==> config.mk <==
export PLATFORM = sky130hd
export DESIGN_NAME = mux_rr_arbiter
export DESIGN_NICKNAME = d
export VERILOG_FILES = /design/src/rtl/mux_rr_arbiter_pkg.sv /design/src/rtl/mux_rr_arbiter_rr_pick.sv /design/src/rtl/mux_rr_arbiter.sv
export SDC_FILE = /design/constraint.sdc
export NUM_CORES = 1
export LEC_CHECK = 0
export ABC_AREA = 1
export CORE_UTILIZATION = 64
export CTS_BUF_LIST = sky130_fd_sc_hd__clkbuf_4
export DETAILED_ROUTE_END_ITERATION = 7
export DONT_BUFFER_PORTS = 1
export PLACE_DENSITY_LB_ADDON = 0.3
export SLEW_MARGIN = 20
export SYNTH_ARGS = -nofsm -noshare
export SYNTH_HDL_FRONTEND = slang
export SYNTH_SLANG_ARGS = --single-unit
==> constraint.sdc <==
create_clock -name clk -period 1.85 [get_ports clk]
set_input_delay 0.4625 -clock clk [delete_from_list [all_inputs] [get_ports clk]]
set_output_delay 0.4625 -clock clk [all_outputs]
set_load 0.005 [all_outputs]
==> src/rtl/mux_rr_arbiter_pkg.sv <==
// Shared sizes and state encoding for the round-robin operand-bus arbiter.
package mux_arb_pkg;

  localparam int unsigned NUM_REQ = 4;
  localparam int unsigned DATA_W  = 4;
  localparam int unsigned SEL_W   = 2;

  typedef enum logic {
    IDLE  = 1'b0,
    GRANT = 1'b1
  } state_e;

endpackage

==> src/rtl/mux_rr_arbiter_rr_pick.sv <==
// Combinational round-robin picker: first set request bit searching from ptr upward, mod 4.
module rr_pick
  import mux_arb_pkg::*;
(
  input  logic [NUM_REQ-1:0] Req,
  input  logic [SEL_W-1:0]   Ptr,
  output logic [SEL_W-1:0]   pick,
  output logic               any
);

  logic [SEL_W-1:0] idx;

  // Walk the offsets from the far end so the nearest hit to Ptr is written last.
  always_comb begin
    pick = '0;
    any  = 1'b0;
    idx  = '0;
    for (int i = NUM_REQ - 1; i >= 0; i--) begin
      idx = Ptr + SEL_W'(i);
      if (Req[idx]) begin
        pick = idx;
        any  = 1'b1;
      end
    end
  end

endmodule

==> src/rtl/mux_rr_arbiter.sv <==
// Round-robin arbiter owning the select of a shared 4-input operand mux, with a registered output.
// Optional owner preemption after MAX_HOLD cycles is compiled in with MUX_ARB_HOLD_LIMIT_EN.
module mux_rr_arbiter
  import mux_arb_pkg::*;
#(
  parameter int unsigned MAX_HOLD = 8
) (
  input  logic               clk,
  input  logic               reset,
  input  logic [NUM_REQ-1:0] Req,
  input  logic [DATA_W-1:0]  A,
  input  logic [DATA_W-1:0]  B,
  input  logic [DATA_W-1:0]  C,
  input  logic [DATA_W-1:0]  D,
  output logic [NUM_REQ-1:0] Grant,
  output logic [SEL_W-1:0]   Sel,
  output logic [DATA_W-1:0]  Y_out,
  output logic               Valid
);

  if ((MAX_HOLD < 2) || (MAX_HOLD > 255)) begin : g_bad_max_hold
    $error("mux_rr_arbiter: MAX_HOLD must be in 2..255");
  end

  state_e             state_q, state_d;
  logic [NUM_REQ-1:0] grant_q, grant_d;
  logic [SEL_W-1:0]   sel_q, sel_d;
  logic [SEL_W-1:0]   ptr_q, ptr_d;
  logic [DATA_W-1:0]  y_q, y_d;
  logic               valid_q, valid_d;
  logic [DATA_W-1:0]  opnd;
  logic [SEL_W-1:0]   pick;
  logic               any;
  logic               rel;

`ifdef MUX_ARB_HOLD_LIMIT_EN
  localparam int unsigned HOLD_W = 8;
  localparam logic [HOLD_W-1:0] HOLD_LAST = HOLD_W'(MAX_HOLD - 1);
  logic [HOLD_W-1:0] hold_cnt_q, hold_cnt_d;
`endif

  rr_pick u_pick (
    .Req  (Req),
    .Ptr  (ptr_q),
    .pick (pick),
    .any  (any)
  );

  always_comb begin
    state_d = state_q;
    grant_d = grant_q;
    sel_d   = sel_q;
    ptr_d   = ptr_q;
    y_d     = y_q;
    valid_d = 1'b0;
    rel     = 1'b0;
`ifdef MUX_ARB_HOLD_LIMIT_EN
    hold_cnt_d = hold_cnt_q;
`endif

    case (sel_q)
      2'd0:    opnd = A;
      2'd1:    opnd = B;
      2'd2:    opnd = C;
      default: opnd = D;
    endcase

    case (state_q)
      IDLE: begin
        if (any) begin
          state_d       = GRANT;
          grant_d       = '0;
          grant_d[pick] = 1'b1;
          sel_d         = pick;
`ifdef MUX_ARB_HOLD_LIMIT_EN
          hold_cnt_d    = '0;
`endif
        end
      end
      default: begin
        y_d     = opnd;
        valid_d = 1'b1;
        rel     = !Req[sel_q];
`ifdef MUX_ARB_HOLD_LIMIT_EN
        // Preempt only when someone else is actually waiting.
        if ((hold_cnt_q == HOLD_LAST) && ((Req & ~grant_q) != '0)) rel = 1'b1;
        if (hold_cnt_q != HOLD_LAST) hold_cnt_d = hold_cnt_q + HOLD_W'(1);
`endif
        if (rel) begin
          state_d = IDLE;
          grant_d = '0;
          ptr_d   = sel_q + SEL_W'(1);
        end
      end
    endcase
  end

  always_ff @(posedge clk) begin
    if (reset) begin
      state_q    <= IDLE;
      grant_q    <= '0;
      sel_q      <= '0;
      ptr_q      <= '0;
      y_q        <= '0;
      valid_q    <= 1'b0;
`ifdef MUX_ARB_HOLD_LIMIT_EN
      hold_cnt_q <= '0;
`endif
    end else begin
      state_q    <= state_d;
      grant_q    <= grant_d;
      sel_q      <= sel_d;
      ptr_q      <= ptr_d;
      y_q        <= y_d;
      valid_q    <= valid_d;
`ifdef MUX_ARB_HOLD_LIMIT_EN
      hold_cnt_q <= hold_cnt_d;
`endif
    end
  end

  assign Grant = grant_q;
  assign Sel   = sel_q;
  assign Y_out = y_q;
  assign Valid = valid_q;

endmodule

==> impl_metrics.tcl <==
set metrics [dict create \
    synth_warnings 0 \
    hold_path_depth 1 \
    synthesis.area_per_instance_um2 6.72 \
    io_buffers 0 \
    path_clk_slew_ps 90 \
    cpPeakStageDelay_ps 430 \
    floorplan.initialDensity 0.701 \
    timing.critical_path.from_type "register" \
    r2r_cells 10 \
    power.leakage_nw 0.450 \
    power.total_mw 1.84 \
    grt_pass1_wl_mm 2.86 \
    final-seq-area_um2 280 \
    design.die.area_mm2 0.00162 \
    worstPathRequired_ps 2030 \
    num_io_pins 33 \
    post-synth-top-area-cell "sky130_fd_sc_hd__dfxtp_1" \
    drive_gt1_frac 0.189 \
    critPathCaptureType "register" \
    clock_tree_from_tritoncts "yes" \
    antennaDiodeCount 0 \
    place_worst_setup_slack_ps 310 \
    cts_htree_levels 1 \
    timing.critical_path.cells "buf_4, nand2_1, nand2_2, nand2_1, nand2_2, nor2_4, a21oi_4, nor2_1, a21oi_1, nor2_1" \
    synth_cell_type_count 22 \
    drt_first_pass_iters 5 \
    drt_wl_total_mm 2.00 \
    via_per_inst 5.75 \
    die_h_um 40.2 \
    pin_count_of_the_biggest_net_entering_global_routing 10 \
    report.final.slew_viol_count 0 \
    peak_supply_drop_mv 1.06 \
    drtIter0Drc 26 \
    power-per-cell-area_mw_per_mm2 1880 \
    globalRoute.totalOverflow 0 \
    cts_setup_buffers 0 \
    dpl-instance-area_um2 953 \
    postSynthNetCount 165 \
    yosysTopAreaCellShare 0.300 \
    total_clock_buffers_created_by_cts 3 \
    fin_nets 170 \
    final_cells 158 \
    yosys-top-cells-area "sky130_fd_sc_hd__dfxtp_1, sky130_fd_sc_hd__nand2_1, sky130_fd_sc_hd__a21oi_1" \
    crit_path_top_delay_cell "sky130_fd_sc_hd__dfxtp_1" \
    hold_class "in2reg" \
    ys_seq_area_frac 0.300 \
    antenna_found_initial 0 \
    multi_input_gate_area_in_the_final_layout_um2 579 \
    status "finished, final reports clean" \
    grt_pass1_vias 753 \
    utilization 0.735 \
    final.setup.tns_ps 0 \
    postSynthRegisterBits 14 \
    whs_ps 234 \
    num_vias 908 \
    netlist_instances 139 \
    critical_path_class "reg2reg" \
    timing.fmax_mhz 636 \
    standard_cell_rows 13 \
    clkSinkCount 14 \
    cp_max_fo 7 \
    core_region_area_mm2 0.00133 \
    final.period_utilization 0.849 \
    worst-slew-pin-transition_ps 408 \
    max_cap_viol_count 0 \
    die_width_um 40.2 \
    place_hpwl_mm 1.54 \
    cp.arrival_ps 1750 \
    dp.cells 154 \
    routedWlPerCell_um 12.7 \
    post_synth_instance_area_um2 935 \
    timing.final.crit_period_ps 1570 \
    slew-limit-headroom 0.725 \
    cts_resized 0 \
    rsz0062_at_grt "no" \
    finalWeightedCongestion 0.803 \
    insertion_delay_ps 280 \
    drt_drc_violations_left 0 \
    drt.antenna.violating_nets 0 \
    syn2layout_area_growth_pct 4.82 \
    final.setup.worst_slack_ps 279 \
    timing.final.hold_violations 0 \
    grt_use_total 0.267 \
    final_area_um2 980 \
    final-setup-viol-count 0 \
    num-fill-cells 108 \
    worst_clock_skew_ps 2.29 \
    root_buffer "sky130_fd_sc_hd__clkbuf_4" \
    cts-root-to-sink-buffers 2 \
    cts_hold_repair.buffers 0 \
]
==> layout by cell type (no fill, tap or decap) <==
cell	instances
sky130_fd_sc_hd__a31o_2	4
sky130_fd_sc_hd__inv_1	13
sky130_fd_sc_hd__nor2_1	5
sky130_fd_sc_hd__a21oi_1	20
sky130_fd_sc_hd__buf_4	2
sky130_fd_sc_hd__nand3_1	3
sky130_fd_sc_hd__nand2_1	43
sky130_fd_sc_hd__inv_2	2
sky130_fd_sc_hd__a21oi_2	2
sky130_fd_sc_hd__o21ai_0	8
sky130_fd_sc_hd__clkbuf_4	3
sky130_fd_sc_hd__o21ai_2	1
sky130_fd_sc_hd__o21ai_1	1
sky130_fd_sc_hd__nand2_4	1
sky130_fd_sc_hd__a32oi_1	1
sky130_fd_sc_hd__nand4_1	2
sky130_fd_sc_hd__a21oi_4	1
sky130_fd_sc_hd__nand2_2	9
sky130_fd_sc_hd__nor2_4	2
sky130_fd_sc_hd__dfxtp_1	14
sky130_fd_sc_hd__clkinv_1	2
sky130_fd_sc_hd__ha_1	4
==> registers in the layout, indices dropped and copies added, names as in the netlist <==
register	cells
Y_out	4
Sel	2
state_q	1
Grant	4
Valid	1
ptr_q	2
==> Yosys cell counts (all sizes together) <==
master,count
ha,4
buf,1
o21ai,10
nor2,7
clkinv,1
a32oi,1
inv,15
nand3,3
clkbuf,1
dfxtp,14
nand2,53
a21oi,23
a31o,4
nand4,2
==> final cells by class <==
class,instances,area share
repair buffers,2,0.0153
inverters,16,0.0613
multi-input cells,107,0.591
flip-flops and latches,14,0.286
clock inverters,1,0.00383
well taps,15,0.0192
clock buffers,3,0.0230
==> cell families (layout without fill, tap and decap cells) <==
group           Yosys count  in the layout  synth area share
simple gates             65             65             0.319
buf+inv                  18             22            0.0803
fa+ha+maj                 4              4            0.0535
flops                    14             14             0.300
compound gates           38             38             0.248
==> final timing paths <==
check                              start  endpoint  slack, ps
worst max-delay path            ptr_q[0]    Sel[0]        280
worst min-delay path               reset  Grant[0]        230
worst max register to register  ptr_q[0]    Sel[0]        280
worst min register to register  Grant[2]  Grant[2]        480
==> report_power, final <==
part	switching, mW	total [mW]	internal, mW
logic	0.684	1.10	0.414
registers	0.139	0.564	0.425
clock network	0.104	0.182	0.0784
==> metal layers <==
layer / share of wire / GRT usage / vias to the layer above
met5: 0 / 0 / -
met4: 0.019 / 0.125 / 0
met3: 0.048 / 0.0889 / 7
met2: 0.51 / 0.464 / 28
met1: 0.42 / 0.291 / 411
li1: - / - / 462
==> worst max-delay path: cells and delay by family, from the launching register on <==
family | cells | cell delay [ps]
DFF | 1 | 430
buffers and inverters | 1 | 190
and+or+nand+nor | 7 | 490
AOI/OAI and AO/OA | 2 | 350
(Power assumes the default switching activity.)
